--- src/rtl/mult_wb_arbiter.sv ---
// Shares the register-file write port between MEM/WB writeback and the multiplier result stream.
// Buffers results that lose arbitration and raises credit/RAW/WAW stalls toward ID.
module mult_wb_arbiter #(
    parameter int unsigned MULT_PPL_STAGE = 4,
    parameter int unsigned BUF_DEPTH      = 4
) (
    input  logic                         clk,
    input  logic                         rst,
    input  logic [4:0]                   mult_rd_addr_i,
    input  logic [31:0]                  mult_rd_data_i,
    input  logic [31:0]                  mult_flags_i,
    input  logic                         mult_issue_i,
    input  logic                         wb_we_i,
    input  logic [4:0]                   wb_addr_i,
    input  logic [31:0]                  wb_data_i,
    input  logic [4:0]                   id_rs1_addr_i,
    input  logic [4:0]                   id_rs2_addr_i,
    input  logic [4:0]                   id_rd_addr_i,
    input  logic                         id_rd_we_i,
    output logic                         rf_we_o,
    output logic [4:0]                   rf_waddr_o,
    output logic [31:0]                  rf_wdata_o,
    output logic                         stall_o,
    output logic [31:0]                  pending_flags_o,
    output logic [$clog2(BUF_DEPTH):0]   buf_count_o
);

    localparam int unsigned CW = $clog2(BUF_DEPTH) + 1;
    localparam int unsigned PW = (BUF_DEPTH > 1) ? $clog2(BUF_DEPTH) : 1;
    localparam int unsigned IW = $clog2(BUF_DEPTH + MULT_PPL_STAGE) + 1;

    logic [4:0]    addr_q [BUF_DEPTH];
    logic [31:0]   data_q [BUF_DEPTH];
    logic [BUF_DEPTH-1:0] valid_q;
    logic [PW-1:0] head_q, tail_q;
    logic [CW-1:0] count_q;
    logic [IW-1:0] inflight_q;

    logic          mult_valid, wb_win, buf_empty;
    logic          pop, direct, push, issue_ok;
    logic          credit_stall, raw_stall, waw_stall;
    logic [31:0]   credit_sum;
    logic [31:0]   pend;

    assign mult_valid = (mult_rd_addr_i != 5'd0);
    assign wb_win     = wb_we_i && (wb_addr_i != 5'd0);
    assign buf_empty  = (count_q == '0);
    // Buffered/in-flight results are discarded by reset, so they must not write while it is held.
    assign pop        = !rst && !wb_win && !buf_empty;
    assign direct     = !rst && !wb_win && buf_empty && mult_valid;
    assign push       = mult_valid && !direct;

    always_comb begin
        rf_we_o    = 1'b0;
        rf_waddr_o = 5'd0;
        rf_wdata_o = 32'd0;
        if (wb_win) begin
            rf_we_o    = 1'b1;
            rf_waddr_o = wb_addr_i;
            rf_wdata_o = wb_data_i;
        end else if (pop) begin
            rf_we_o    = 1'b1;
            rf_waddr_o = addr_q[head_q];
            rf_wdata_o = data_q[head_q];
        end else if (direct) begin
            rf_we_o    = 1'b1;
            rf_waddr_o = mult_rd_addr_i;
            rf_wdata_o = mult_rd_data_i;
        end
    end

    always_comb begin
        pend = mult_flags_i;
        for (int i = 0; i < int'(BUF_DEPTH); i++) begin
            if (valid_q[i]) begin
                pend[addr_q[i]] = 1'b1;
            end
        end
        pend[0] = 1'b0;
    end

    assign pending_flags_o = pend;
    assign buf_count_o     = count_q;

    assign credit_sum   = 32'(count_q) + 32'(inflight_q);
    assign credit_stall = mult_issue_i && (credit_sum >= BUF_DEPTH);
    assign raw_stall    = ((id_rs1_addr_i != 5'd0) && pend[id_rs1_addr_i]) ||
                          ((id_rs2_addr_i != 5'd0) && pend[id_rs2_addr_i]);
    assign waw_stall    = id_rd_we_i && (id_rd_addr_i != 5'd0) && pend[id_rd_addr_i];
    assign stall_o      = credit_stall || raw_stall || waw_stall;
    assign issue_ok     = mult_issue_i && !stall_o;

    always_ff @(posedge clk) begin
        if (rst) begin
            valid_q    <= '0;
            head_q     <= '0;
            tail_q     <= '0;
            count_q    <= '0;
            inflight_q <= '0;
        end else begin
            assert (!(push && !pop && (count_q == CW'(BUF_DEPTH))));
            if (push) begin
                addr_q[tail_q]  <= mult_rd_addr_i;
                data_q[tail_q]  <= mult_rd_data_i;
                valid_q[tail_q] <= 1'b1;
                tail_q          <= (tail_q == PW'(BUF_DEPTH - 1)) ? '0 : tail_q + 1'b1;
            end
            if (pop) begin
                valid_q[head_q] <= 1'b0;
                head_q          <= (head_q == PW'(BUF_DEPTH - 1)) ? '0 : head_q + 1'b1;
            end
            if (push && !pop) begin
                count_q <= count_q + 1'b1;
            end else if (pop && !push) begin
                count_q <= count_q - 1'b1;
            end
            // Decrement saturates so a stray result cannot wrap the credit counter.
            if (issue_ok && !(mult_valid && inflight_q != '0)) begin
                inflight_q <= inflight_q + 1'b1;
            end else if (!issue_ok && mult_valid && inflight_q != '0) begin
                inflight_q <= inflight_q - 1'b1;
            end
        end
    end

endmodule

--- config.mk ---
export PLATFORM = sky130hd
export DESIGN_NAME = mult_wb_arbiter
export DESIGN_NICKNAME = d
export VERILOG_FILES = /design/src/rtl/mult_wb_arbiter.sv
export SDC_FILE = /design/constraint.sdc
export NUM_CORES = 1
export LEC_CHECK = 0
export BUFFER_PORTS_ARGS = -buffer_cell sky130_fd_sc_hd__buf_2
export CAP_MARGIN = 30
export CELL_PAD_IN_SITES_DETAIL_PLACEMENT = 0
export CELL_PAD_IN_SITES_GLOBAL_PLACEMENT = 1
export CORE_MARGIN = 1
export CORE_UTILIZATION = 48
export DETAILED_ROUTE_END_ITERATION = 8
export HOLD_SLACK_MARGIN = 0.03
export PLACE_DENSITY = 0.91
export SLEW_MARGIN = 20
export SYNTH_ARGS = -nofsm -noshare
export SYNTH_HDL_FRONTEND = slang
export SYNTH_SLANG_ARGS = --single-unit
--- constraint.sdc ---
create_clock -name clk -period 10.3 [get_ports clk]
set_input_delay 0.515 -clock clk [delete_from_list [all_inputs] [get_ports clk]]
set_output_delay 0.515 -clock clk [all_outputs]
set_load 0.02 [all_outputs]
==> impl_results.md <==
* R2R setup slack at about 6.0 ns
* Leakage at 4.17 nW
* H-tree depth at 4
* CTS max path bufs at 2
* Largest net degree at the start of global routing at 41
* Post-CTS Setup Bufs at 0
* CTS Root Cell: clkbuf_16
* Unrepaired setup endpoints after global routing: false
* Fin nets at 1049
* Core ar. at 0.0188 mm²
* Global route overflow at 0
* #FFs+latches synth at around 170
* Starting DRT DRC Count at approximately 920
* TritonCTS clock tree: done
* Post-CTS sizing at 0
* Leading cell type in the layout, fill and taps excluded: buf_2
* DPL Wire Length at 18.3 mm
* Fin crit share at a little over two fifths
* Routed Antenna Nets at 0
* Clk_lat worst skew at 0.43 ns
* Clk pin slew, worst setup/hold paths at 0.07 ns
* Initial Util at 49.3%
* CTS Hold Buffers Added at 0
* Worst path top cell family by delay: compound AO/OA/AOI/OAI gates
* Pwr dens at a little under 200 mW/mm²
* Final non-filler cell total at 1181
* Final setup violation count at 0
* Vias in the first global route at about 7000
* Final GP Congestion at 0.970
* Most frequent cells in the layout: buf_2, edfxtp_1, inv_1, mux4_2, nor2_1
* Post-synth top area cell: edfxtp_1
* Worst path cell trace: or2_2 -> o22ai_1 -> a2111oi_2 -> a21oi_1 -> mux4_2 -> nand3b_1 -> and4b_2 -> nand4_2 -> ha_1 -> a21o_1 -> a21oi_1 -> mux2_2 -> mux2_4
* Area delta synth->final at 20.1%
* Worst Setup Start Kind: register
* Delay of the slowest critical-path stage at between 0.7 and 0.8 ns
* Synth area leaders: edfxtp_1, mux4_2, dfxtp_1
* Slew headroom at between 40% and 50%
* I/O pins at 200
* Fmax at around 0.23 GHz
* Post-Syn Instances at 727
* Initial antenna violation count at 2
* Worst Max-Slew Pin Slew at 0.807 ns
* DR pass1 iterations at 7
* Cell area after technology mapping at 0.00928 mm²
* Async SR Flop Fraction at 0%
* Drt drc at 0
* DIE WIDTH at 141 µm
* Mapped Avg Cell Area at around 13 µm²
* All-Layer GR Usage at 26.6%
* Yosys top cell area share at 47.9%
* Max-cap viol count at 0
* Chip Height at approximately 140 µm
* Fin Clk Skew at between 0.01 and 0.015 ns
* Yosys cell types at 90
* Routed WL at 26.2 mm
* Critical path type: register to register
* First-pass GRT wire length at 39.9 mm
* Outcome: finished clean
* Die ar. at approximately 0.020 mm²
* Post-Route Setup TNS at 0 ns
* Ratio of cells with drive above 1 in the final layout at 35.7%
* Placed Cells at 1142
* Max IR drop VDD at 0.125 mV
* Most used DFF post-synth: edfxtp_1
* CP Buf/Inv Count at 0
* Clk sinks at 165
* Hold Crit Class: primary input to register
* CP max FO at 12
* CP most frequent cell: a21oi_1
* CP Data Arrival Time at 4.65 ns
* Final Hold Vio Count at 0
* Fillers at between 1500 and 2000
* Port Buffers at slightly below 200
* Vias per cell at 6.30
* Slowest stage cell, crit path: a2111oi_2
* Post-synth EDFFs at 148
* Total CTS buffers at 17
* CP required at 10.61 ns
* YS warnings at 0
* Final min period at 4.33 ns
* Max-slew violations at 0
* Sequential share of the synthesized area at approximately half
* Setup crit end kind: register
* Post-Syn Nets at 870
* Wirelength per Cell at 22.2 µm
* Routed vias at ~7400
* Rows at 50
power breakdown:
group	internal, mW	total, mW	leakage (nW)	switching (mW)
Clock	0.329	0.626	0.295	0.297
Combinational	0.268	0.628	2.38	0.361
Sequential	0.827	0.904	1.50	0.0777
Total	1.42	2.16	4.17	0.736
final timing paths:
kind                    to  cells past startpoint                from
max          inflight_q[3]                     13        addr_q[2][0]
min          data_q[3][16]                      1  mult_rd_data_i[16]
max reg2reg  inflight_q[3]                     13        addr_q[2][0]
min reg2reg  inflight_q[1]                      2       inflight_q[1]
Yosys cell counts (3+ instances only):
| cell | n |
|---|---|
| a22oi_1 | 13 |
| buf_4 | 5 |
| and2_1 | 6 |
| o21ai_0 | 7 |
| nor2b_1 | 15 |
| nand4b_1 | 11 |
| nor2_1 | 37 |
| edfxtp_1 | 148 |
| a211oi_1 | 5 |
| nand2b_1 | 11 |
| mux2i_1 | 12 |
| a2111oi_2 | 3 |
| fa_1 | 3 |
| nand4_1 | 15 |
| nand2_1 | 24 |
| and4b_1 | 4 |
| nand3b_1 | 3 |
| ha_1 | 14 |
| or4_1 | 6 |
| o22ai_1 | 20 |
| a31oi_1 | 3 |
| a222oi_1 | 33 |
| mux4_2 | 44 |
| and4bb_1 | 3 |
| buf_1 | 7 |
| a21oi_1 | 26 |
| a2bb2oi_1 | 4 |
| or3_1 | 16 |
| or2_2 | 7 |
| dfxtp_1 | 17 |
| nor3_1 | 12 |
| mux2_2 | 7 |
| clkbuf_1 | 26 |
| a221oi_1 | 3 |
| a32oi_1 | 3 |
| buf_2 | 10 |
| inv_1 | 52 |
| o211ai_1 | 3 |
| o2111ai_1 | 5 |
| nand3_1 | 20 |
| and3_1 | 3 |
flip-flops by register name, indices dropped and copies added (netlist names), named ones only:
signal,flops
data_q,128
tail_q,2
valid_q,4
inflight_q,4
head_q,2
addr_q,20
buf_count_o,3
worst register-to-register path, delay by kind of cell (launching register included):
kind / cells / cell delay [ns]
muxes: 3 / 1.14
and+or+nand+nor: 4 / 0.81
adders and majority gates: 1 / 0.32
AOI/OAI and AO/OA: 5 / 1.34
DFF: 1 / 0.62
routing by layer:
| layer | GRT usage, % | up-vias | routed length [µm] |
|---|---|---|---|
| met5 | 0 | - | 0 |
| met4 | 10.8 | 0 | 697 |
| met3 | 3.97 | 59 | 2270 |
| met2 | 44.8 | 476 | 12900 |
| met1 | 34.8 | 3584 | 10300 |
| li1 | - | 3320 | - |
cell families (layout without fill, tap and decap cells):
family | count (synthesis) | after routing | synth area share [%]
AOI/OAI and AO/OA | 154 | 154 | 13.1
xor gates and xnor gates | 4 | 4 | 0.458
adders and majority gates | 17 | 17 | 2.53
buffers and inverters | 101 | 293 | 4.42
DFF | 165 | 165 | 51.6
muxes | 66 | 66 | 13.2
other | 1 | 3 | 0.0404
and+or+nand+nor | 219 | 219 | 14.7
area by class of cell:
class	count	area [µm²]	share of cell area, %
flip-flops and latches	165	4790	43.0
multi-input cells	461	4100	36.8
repair buffers	208	1130	10.1
clock buffers	17	425	3.82
well taps	260	325	2.92
inverters	53	199	1.78
clock inverters	15	176	1.58
diodes	2	5.00	0.0449
per-stage QoR:
step / instance area, µm² / hold slack (ns) / utilization [%] / total power, mW / worst slack (ns)
finish: 11100 / 0.320 / 59.2 / 2.16 / 5.97
global route: 11100 / 0.308 / 59.2 / 2.25 / 5.79
CTS: 11100 / 0.296 / 58.7 / 2.16 / 6.04
detailed placement: 10500 / 0.563 / 55.5 / 1.53 / 6.05
global placement: 10400 / 0.545 / 55.4 / 1.51 / 6.00
floorplan: 9280 / 0.523 / - / 1.33 / 6.48
Note: power is estimated with default switching activity, not from simulation.
